[config.mk]
export PLATFORM = sky130hd
export DESIGN_NAME = fp_div_seq_flat
export DESIGN_NICKNAME = d
export VERILOG_FILES = /design/src/rtl/fp_pkg.sv /design/src/rtl/fp_div_seq_if.sv /design/src/rtl/fp_classify.sv /design/src/rtl/fp_div_seq.sv /design/src/flat_wrapper.sv
export SDC_FILE = /design/constraint.sdc
export NUM_CORES = 1
export LEC_CHECK = 0
export BUFFER_PORTS_ARGS = -buffer_cell sky130_fd_sc_hd__buf_2
export CAP_MARGIN = 25
export CORE_UTILIZATION = 30
export DETAILED_ROUTE_END_ITERATION = 8
export PLACE_DENSITY = 0.52
export SLEW_MARGIN = 0
export SYNTH_ARGS = -nofsm -noshare
export SYNTH_HDL_FRONTEND = slang
export SYNTH_SLANG_ARGS = --single-unit
[constraint.sdc]
create_clock -name clk -period 6 [get_ports clk]
set_input_delay 0.6 -clock clk [delete_from_list [all_inputs] [get_ports clk]]
set_output_delay 0.6 -clock clk [all_outputs]
set_load 0.02 [all_outputs]
[src/rtl/fp_pkg.sv]
// Shared single-precision definitions for the FP calculator datapath (divider and multiplier).
package fp_pkg;
    localparam int unsigned EXP_W = 8;
    localparam int unsigned MAN_W = 23;
    localparam int unsigned BIAS  = 127;
    localparam int unsigned FP_W  = 1 + EXP_W + MAN_W;
    localparam logic [FP_W-1:0] QNAN = 32'h7FC0_0000;

    typedef enum logic [1:0] {ZERO, NORM, INF, NAN} fp_class_t;
    typedef enum logic [1:0] {IDLE, CALC, ROUND, DONE} state_t;

    typedef struct packed {
        logic             sign;
        logic [EXP_W-1:0] exp;
        logic [MAN_W-1:0] man;
        fp_class_t        cls;
    } fp_dec_t;
endpackage

[src/rtl/fp_div_seq_if.sv]
// Operand/result handshake bundle for the sequential divider.
interface fp_div_seq_if;
    import fp_pkg::*;

    logic            in_valid;
    logic            in_ready;
    logic [FP_W-1:0] in1;
    logic [FP_W-1:0] in2;
    logic            out_valid;
    logic            out_ready;
    logic [FP_W-1:0] out;

    modport slave (
        input  in_valid, in1, in2, out_ready,
        output in_ready, out_valid, out
    );

    modport master (
        output in_valid, in1, in2, out_ready,
        input  in_ready, out_valid, out
    );
endinterface

[src/rtl/fp_classify.sv]
// Combinational decode of one single-precision operand; subnormals read as signed zero.
module fp_classify
    import fp_pkg::*;
(
    input  logic [FP_W-1:0] op,
    output fp_dec_t         dec
);
    logic [EXP_W-1:0] exp_c;
    logic [MAN_W-1:0] man_c;

    assign exp_c = op[FP_W-2 -: EXP_W];
    assign man_c = op[MAN_W-1:0];

    always_comb begin
        dec.sign = op[FP_W-1];
        dec.exp  = exp_c;
        dec.man  = man_c;
        dec.cls  = NORM;
        if (exp_c == '0) begin
            dec.cls = ZERO;
            dec.man = '0;
        end else if (exp_c == '1) begin
            dec.cls = (man_c == '0) ? INF : NAN;
        end
    end
endmodule

[src/rtl/fp_div_seq.sv]
// Sequential single-precision divider: restoring division, one quotient bit per clock,
// round-to-nearest-even, valid/ready on both sides.
module fp_div_seq
    import fp_pkg::*;
(
    input  logic         clk,
    input  logic         rst,
    fp_div_seq_if.slave  bus
);
    localparam int unsigned M_W   = MAN_W + 1;
    localparam int unsigned R_W   = M_W + 1;
    localparam int unsigned Q_W   = M_W + 2;
    localparam int unsigned E_W   = 10;
    localparam int unsigned ITERS = Q_W;

    fp_dec_t da, db;
    fp_classify u_cls_a (.op(bus.in1), .dec(da));
    fp_classify u_cls_b (.op(bus.in2), .dec(db));

    state_t                state;
    logic                  sign_q;
    logic [R_W-1:0]        rem_q;
    logic [M_W-1:0]        mb_q;
    logic [Q_W-1:0]        q_q;
    logic signed [E_W-1:0] e_q;
    logic [4:0]            cnt_q;
    logic [FP_W-1:0]       out_q;
    logic                  out_valid_q;
    logic                  in_ready_q;

    assign bus.out       = out_q;
    assign bus.out_valid = out_valid_q;
    assign bus.in_ready  = in_ready_q;

    // Special-operand result, valid whenever special_c is set
    logic            sgn_c;
    logic            special_c;
    logic [FP_W-1:0] special_res_c;

    always_comb begin
        sgn_c         = da.sign ^ db.sign;
        special_c     = 1'b1;
        special_res_c = QNAN;
        if (da.cls == NAN || db.cls == NAN) begin
            special_res_c = QNAN;
        end else if ((da.cls == ZERO && db.cls == ZERO) || (da.cls == INF && db.cls == INF)) begin
            special_res_c = QNAN;
        end else if (db.cls == ZERO || da.cls == INF) begin
            special_res_c = {sgn_c, {EXP_W{1'b1}}, {MAN_W{1'b0}}};
        end else if (da.cls == ZERO || db.cls == INF) begin
            special_res_c = {sgn_c, {(FP_W-1){1'b0}}};
        end else begin
            special_c = 1'b0;
        end
    end

    // Pre-normalise so the quotient always lands in [1,2)
    logic [M_W-1:0]        ma_c, mb_c;
    logic                  lt_c;
    logic [R_W-1:0]        rem_init_c;
    logic signed [E_W-1:0] e_init_c;

    always_comb begin
        ma_c       = {1'b1, da.man};
        mb_c       = {1'b1, db.man};
        lt_c       = ma_c < mb_c;
        rem_init_c = lt_c ? {ma_c, 1'b0} : {1'b0, ma_c};
        e_init_c   = E_W'(da.exp) - E_W'(db.exp) + E_W'(BIAS) - E_W'(lt_c);
    end

    logic           ge_c;
    logic [M_W-1:0] diff_c;

    always_comb begin
        ge_c   = rem_q >= {1'b0, mb_q};
        diff_c = ge_c ? M_W'(rem_q - {1'b0, mb_q}) : rem_q[M_W-1:0];
    end

    // Guard = q[1], round = q[0], sticky = leftover remainder
    logic                  round_up_c;
    logic [M_W:0]          mant_c;
    logic signed [E_W-1:0] e_r_c;
    logic [FP_W-1:0]       round_res_c;

    always_comb begin
        round_up_c = q_q[1] & (q_q[0] | (|rem_q) | q_q[2]);
        mant_c     = {1'b0, q_q[Q_W-1:2]} + (M_W+1)'(round_up_c);
        e_r_c      = e_q + E_W'(mant_c[M_W]);
        if (e_r_c >= 10'sd255) begin
            round_res_c = {sign_q, {EXP_W{1'b1}}, {MAN_W{1'b0}}};
        end else if (e_r_c <= 10'sd0) begin
            round_res_c = {sign_q, {(FP_W-1){1'b0}}};
        end else begin
            round_res_c = {sign_q, e_r_c[EXP_W-1:0], mant_c[MAN_W-1:0]};
        end
    end

    // out_valid rises one edge after DONE is entered
    always_ff @(posedge clk) begin
        if (rst) begin
            state       <= IDLE;
            in_ready_q  <= 1'b1;
            out_valid_q <= 1'b0;
            out_q       <= '0;
            cnt_q       <= '0;
        end else begin
            case (state)
                IDLE: begin
                    if (bus.in_valid && in_ready_q) begin
                        sign_q     <= sgn_c;
                        in_ready_q <= 1'b0;
                        if (special_c) begin
                            out_q <= special_res_c;
                            state <= DONE;
                        end else begin
                            rem_q <= rem_init_c;
                            mb_q  <= mb_c;
                            q_q   <= '0;
                            e_q   <= e_init_c;
                            cnt_q <= '0;
                            state <= CALC;
                        end
                    end
                end
                CALC: begin
                    q_q   <= {q_q[Q_W-2:0], ge_c};
                    rem_q <= {diff_c, 1'b0};
                    cnt_q <= cnt_q + 5'd1;
                    if (cnt_q == 5'(ITERS - 1)) state <= ROUND;
                end
                ROUND: begin
                    out_q <= round_res_c;
                    state <= DONE;
                end
                DONE: begin
                    if (!out_valid_q) begin
                        out_valid_q <= 1'b1;
                    end else if (bus.out_ready) begin
                        out_valid_q <= 1'b0;
                        in_ready_q  <= 1'b1;
                        state       <= IDLE;
                    end
                end
                default: state <= IDLE;
            endcase
        end
    end
endmodule

[src/flat_wrapper.sv]
// flat-port wrapper written by rule: the top's interface ports become plain ports
module fp_div_seq_flat import fp_pkg::*;
  (clk, rst, bus_in_valid, bus_in1, bus_in2, bus_out_ready, bus_in_ready, bus_out_valid, bus_out);
  fp_div_seq_if bus_i ();
  input  logic clk;
  input  logic rst;
  input wire logic [$bits(bus_i.in_valid)-1:0] bus_in_valid;
  input wire logic [$bits(bus_i.in1)-1:0] bus_in1;
  input wire logic [$bits(bus_i.in2)-1:0] bus_in2;
  input wire logic [$bits(bus_i.out_ready)-1:0] bus_out_ready;
  output wire logic [$bits(bus_i.in_ready)-1:0] bus_in_ready;
  output wire logic [$bits(bus_i.out_valid)-1:0] bus_out_valid;
  output wire logic [$bits(bus_i.out)-1:0] bus_out;
  assign bus_i.in_valid = bus_in_valid;
  assign bus_i.in1 = bus_in1;
  assign bus_i.in2 = bus_in2;
  assign bus_i.out_ready = bus_out_ready;
  assign bus_in_ready = bus_i.in_ready;
  assign bus_out_valid = bus_i.out_valid;
  assign bus_out = bus_i.out;
  fp_div_seq u_core (.clk(clk), .rst(rst), .bus(bus_i));
endmodule
# ---- Word-level counts from Yosys, hierarchy flattened
# Cells that the tools add are included.
dict set report totals {
  register_bits 126
  ram_bits 0
  in_bits 68
  n_memories 0
  latch_bits 0
  wordCells 112
  mem_bits_ro 0
}
dict set report op_classes {
  n_eq_ne 16
  bitwise_logic 6
  mux 44
  n_div 0
  reduce_logical 25
  add_sub_neg 7
  shifts 0
  n_lt_le_gt_ge 4
  multipliers 0
}
# cell n
set ops {}
lappend ops {{32-bit 2-to-1 mux} 6}
lappend ops {{25-bit 2-to-1 mux} 3}
lappend ops {{32-bit case mux with 2 select lines} 1}
lappend ops {{31-bit 2-to-1 mux} 2}
lappend ops {{26-bit 2-to-1 mux} 2}
lappend ops {{26-bit case mux with 2 select lines} 1}
lappend ops {{25-bit case mux with 2 select lines} 1}
lappend ops {{23-bit logical NOT} 2}
lappend ops {{23-bit 2-to-1 mux} 2}
lappend ops {{24-bit by 1-bit adder with 25-bit output} 1}
lappend ops {{25-bit by 24-bit greater-or-equal comparator with 1-bit output} 1}
lappend ops {{25-bit OR reduction} 1}
lappend ops {{24-bit less-than comparator} 1}
lappend ops {{24-bit 2-to-1 mux} 1}
lappend ops {{24-bit subtractor} 1}
lappend ops {{2-bit 2-to-1 mux} 9}
lappend ops {{8-bit == test (second input constant)} 2}
lappend ops {{8-bit logical NOT} 2}
lappend ops {{4-bit AND reduction} 4}
lappend ops {{2-bit == test (second input constant)} 6}
lappend ops {{1-bit 2-to-1 mux} 11}
lappend ops {{10-bit by 1-bit adder with 10-bit output} 1}
lappend ops {{10-bit by 7-bit adder with 10-bit output (second input constant)} 1}
lappend ops {{10-bit by 9-bit greater-or-equal comparator with 1-bit output (second input constant)} 1}
lappend ops {{21 further kinds} 39}

# ---- Logic depth before layout (Yosys ltp)
dict set report logic_depth {
  ltp_word 13
  ltp_mapped 23
  mapped_depth_nobuf 20
}

# ---- Hierarchy
# A second synthesis with hierarchy kept.
dict set report hier_totals {
  cells_unflattened 950
  area_unflattened_um2 8738.4
}
# mod area_per_inst_um2 instances cells_each
set modules_own_cells {}
lappend modules_own_cells {fp_div_seq 8107.8 1 850}
lappend modules_own_cells {fp_classify 315.3 2 50}

# ---- Worst setup path before layout
# OpenSTA, ideal clock, no wires.
dict set report synth_path {
  path_type {input to register}
  from {input bus_in1[23]}
  to {register u_core.e_q[9] (data pin)}
  path_stages 22
  setup_ns 0.160
  arrival_time_ns 4.401
  required_ns 5.840
  setup_slack_ns 1.439
  cell_sequence {nor4_1 -> nand2_1 -> clkbuf_1 -> and2_1 -> ha_1 -> a21oi_1 -> o21ai_0 -> or3_1 -> o221ai_1 -> nand3_1 -> buf_2 -> buf_2 -> ha_1 -> ha_1 -> fa_1 -> a21oi_1 -> nor2_1 -> nor2_1 -> o21bai_1 -> a21oi_1 -> nor2b_1 -> nor3b_1}
}
dict set report synth_between {
  elab_chain_len 4
  elab_cells_between_ends 6
}
# element line
set synth_rtl {}
lappend synth_rtl {{from (decl)} flat_wrapper.sv:8} ;# input wire logic [$bits(bus_i.in1)-1:0] bus_in1;
lappend synth_rtl {{parallel branches: the longest is 3 deep, another holds 10-bit by 7-bit adder with 10-bit output} --}
lappend synth_rtl {{10-bit by 1-bit subtractor with 10-bit output (*)} fp_div_seq.sv:68} ;# e_init_c = E_W'(da.exp) - E_W'(db.exp) + E_W'(BIAS) - E_W'(lt_c);
lappend synth_rtl {{via u_core.e_init_c[9]} fp_div_seq.sv:61} ;# logic signed [E_W-1:0] e_init_c;
lappend synth_rtl {{to (signal assigned)} fp_div_seq.sv:119} ;# e_q <= e_init_c;
lappend synth_rtl {{to (decl)} fp_div_seq.sv:25} ;# logic signed [E_W-1:0] e_q;
# Mark *: on every way through the listed nets, which the timed path passes.
# A chain may end at the register's enable or synchronous reset.

# ---- Worst setup path after layout
dict set report layout_path {
  from {input bus_in1[24]}
  to {register u_core.e_q[9] (data pin)}
}
# The elaborated chain is that of the path after synthesis.

==> results by group <==
Outcome
  – Status: complete, no violations

Routing
  – DRC violations left: 0
  – ANT nets after route: 0
  – Total number of vias: 7,108
  – Drt via density: 4.85
  – Initial DRC Count: 426
  – DRT Wirelength: 22,400 um
  – Routed len/inst: 15.3 um
  – DRT Pass-1 Iters: 5

GRT
  – Vias in the first global route: 6,892
  – Total GRT Usage: 15.0%
  – Global-route wire length before repair: 36,100 um
  – Initial antenna violation count: 0
  – Largest net degree at the start of global routing: 63
  – Gr ovfl total: 0

Setup path
  – FF-to-FF setup slack: 1.68 ns
  – Worst setup path end: u_core.e_q[9]
  – Worst Setup SP: bus_in1[24]
  – Endpoint class of the critical path: flip-flop
  – Arrival @ worst endpoint: 4.74 ns
  – Critical R2R Capture: u_core.bus.out[12]
  – Worst-case reg-to-reg path depth: 14
  – CP Max Fanout: 25
  – WS Path Type: in2reg
  – R2r startpoint: u_core.q_q[2]
  – Startpoint class of the critical path: input pin
  – Critical Path RT: 6.24 ns

Power
  – Peak VDD IR: 0.189 mV
  – Leakage: 4.32 nW
  – P_sw: 1.18 mW
  – Pwr Total: 3.38 mW
  – Seq pwr share: 35.9%
  – Power Density: 327 nW/um2
  – Switch share: 35.0%
  – Clock power frac: 29.4%
  – P_int: 2.20 mW
  – Comb power frac: 34.7%

Place
  – Placed inst area: 9780 um2
  – Post-DP HPWL: 17,400 um
  – Inst Count DP: 1,433
  – RD Place Congestion: 0.875
  – Setup Slack @ Placement: 1.06 ns
  – I/O Buffers: 101

Logic synthesis
  – Area contributors post-synth: edfxtp_1, ha_1, dfxtp_1
  – Synth Flop Type: edfxtp_1
  – Cells after Synth: 974
  – Number of synthesized register bits: 126
  – Area leader, netlist: edfxtp_1
  – EDFF count, synth: 85
  – Post-synth top cells: nand2_1, edfxtp_1, inv_1
  – Distinct cells, synth: 69
  – Async S/R FF share, synth: 0%
  – Synth top area share: 28.7%
  – Most frequent cell after synthesis: nand2_1
  – Post-Syn Area: 8890 um2
  – Net Count, Synth: 1,115
  – Synthesis Warnings: 0
  – Avg Cell Area, Syn: 9.13 um2
  – Post-synthesis sequential area ratio: 37.9%

CTS
  – Post-CTS Setup Bufs: 0
  – Clock Pin Slew Worst Setup and Hold Paths: 0.06 ns
  – CTS max path bufs: 2
  – Sink Count: 126
  – Root Driver: clkbuf_16
  – Clock latency at the later pin of the worst-skew pair: 0.42 ns
  – CTS buffer count: 17
  – CTS tree: built
  – Post-CTS Resized: 0
  – H-tree Lvls: 4
  – CTS hold repair buffers: 0

Timing
  – Final setup fails: 0
  – Relative slew slack: 50.0%
  – Hold slack: 0.444 ns
  – Maximum clock rate: 0.222 GHz
  – Final WS setup: 1.51 ns
  – Count of pins over their slew limit: 0
  – Final Hold Viols: 0
  – Layout Skew: 0.0110 ns
  – Fin crit period: 4.49 ns
  – RSZ-0062 raised after global routing: no
  – Worst Tran Pin Value: 0.750 ns
  – Fin Setup TNS: 0 ns
  – Final period util: 74.9%

Finish
  – Non-Filler Instances: 1,465
  – Layout cells sized above 1: 16.9%
  – Layout net count: 1,209
  – Area growth syn-to-layout: 16.5%
  – Final instance area: 10,400 um2
  – Final core utilization: 35.8%
  – N_diodes: 0

Floorplan
  – Core region area: 28,900 um2
  – Die Width: 174 um
  – Site Rows: 62
  – Die height: 174 um
  – I/O Pins: 102
  – Initial Utilization: 30.7%
  – Total die area: 30,300 um2

Flow run
  – Max cap viols: 0

Worst hold path
  – Hold/Removal Path Class: reg2reg
-- flip-flops by register name, indices dropped and copies added, names as in the netlist --
signal / cells
u_core.e_q: 10
u_core.mb_q: 23
u_core.bus.out_valid: 1
u_core.cnt_q: 5
u_core.sign_q: 1
u_core.rem_q: 25
u_core.bus.out: 32
u_core.q_q: 26
u_core.bus.in_ready: 1
u_core.state: 2
-- final cells by class --
cell class | count | area, um2
multi-input combinational | 729 | 5030
sequential | 126 | 3370
tap | 384 | 480
clock buffer | 20 | 468
timing repair buffer | 112 | 588
fill | 2975 | 18600
inverter | 82 | 308
clock inverter | 12 | 106
-- critical path, cell delays in order --
cell and delay [ns]:
buf_2 0.13, nor4_1 0.39, nand2_1 0.10, buf_4 0.21, and2_1 0.21, ha_1 0.30, a21oi_1 0.14, o21ai_0 0.12
or3_1 0.32, o221ai_1 0.22, nand3_1 0.20, ha_1 0.23, ha_1 0.21, fa_1 0.40, a21oi_1 0.16, nor2_1 0.05
nor2_1 0.15, o21bai_1 0.08, a21oi_1 0.22, nor2b_1 0.07, nor3b_1 0.22
-- cell families after synthesis --
| family | after synthesis | share of synthesized area (%) |
|---|---|---|
| xor gates and xnor gates | 61 | 6.22 |
| buffers and inverters | 119 | 5.60 |
| DFF | 126 | 37.9 |
| AOI/OAI and AO/OA | 199 | 14.7 |
| muxes | 41 | 4.77 |
| adders and majority gates | 73 | 10.5 |
| and+or+nand+nor | 355 | 20.3 |
-- cells in the final DEF, fill, tap and decap left out, drive strengths merged, types with 30 or more instances in the layout --
| cell | count |
|---|---|
| ha | 70 |
| a21oi | 58 |
| xor2 | 34 |
| inv | 85 |
| nor2 | 60 |
| nand2 | 100 |
| dfxtp | 41 |
| mux2i | 30 |
| o21ai | 59 |
| buf | 112 |
| and2 | 53 |
| edfxtp | 85 |
-- power by group through the flow --
stage	clock [mW]	sequential [mW]	combinational, mW
3_3_place_gp	0	1.23	1.17
4_1_cts	1.02	1.21	1.18
2_1_floorplan	0	1.21	0.902
5_1_grt	1.06	1.23	1.32
6_report	0.996	1.21	1.17
3_5_place_dp	0	1.23	1.17
-- metal layers --
layer / up-vias / wire [um] / GRT usage [%]
met5: - / 0 / 0
met4: 0 / 259 / 3.84
met3: 18 / 834 / 2.56
met2: 156 / 9820 / 23.0
met1: 3256 / 11500 / 21.7
li1: 3678 / - / -
-- how the worst min path moves through the flow --
stage	start	endpoint	slack (ns)	depth (start not counted)
detailed placement	u_core.bus.out[15]	u_core.bus.out[15]	0.44	2
CTS	u_core.bus.out[15]	u_core.bus.out[15]	0.45	2
floorplan	u_core.cnt_q[4]	u_core.cnt_q[4]	0.48	2
finish	u_core.bus.out[15]	u_core.bus.out[15]	0.44	2
global placement	u_core.bus.out[2]	u_core.bus.out[2]	0.43	2
global route	u_core.bus.out[2]	u_core.bus.out[2]	0.47	2
Note: power is estimated with default switching activity, not from simulation.
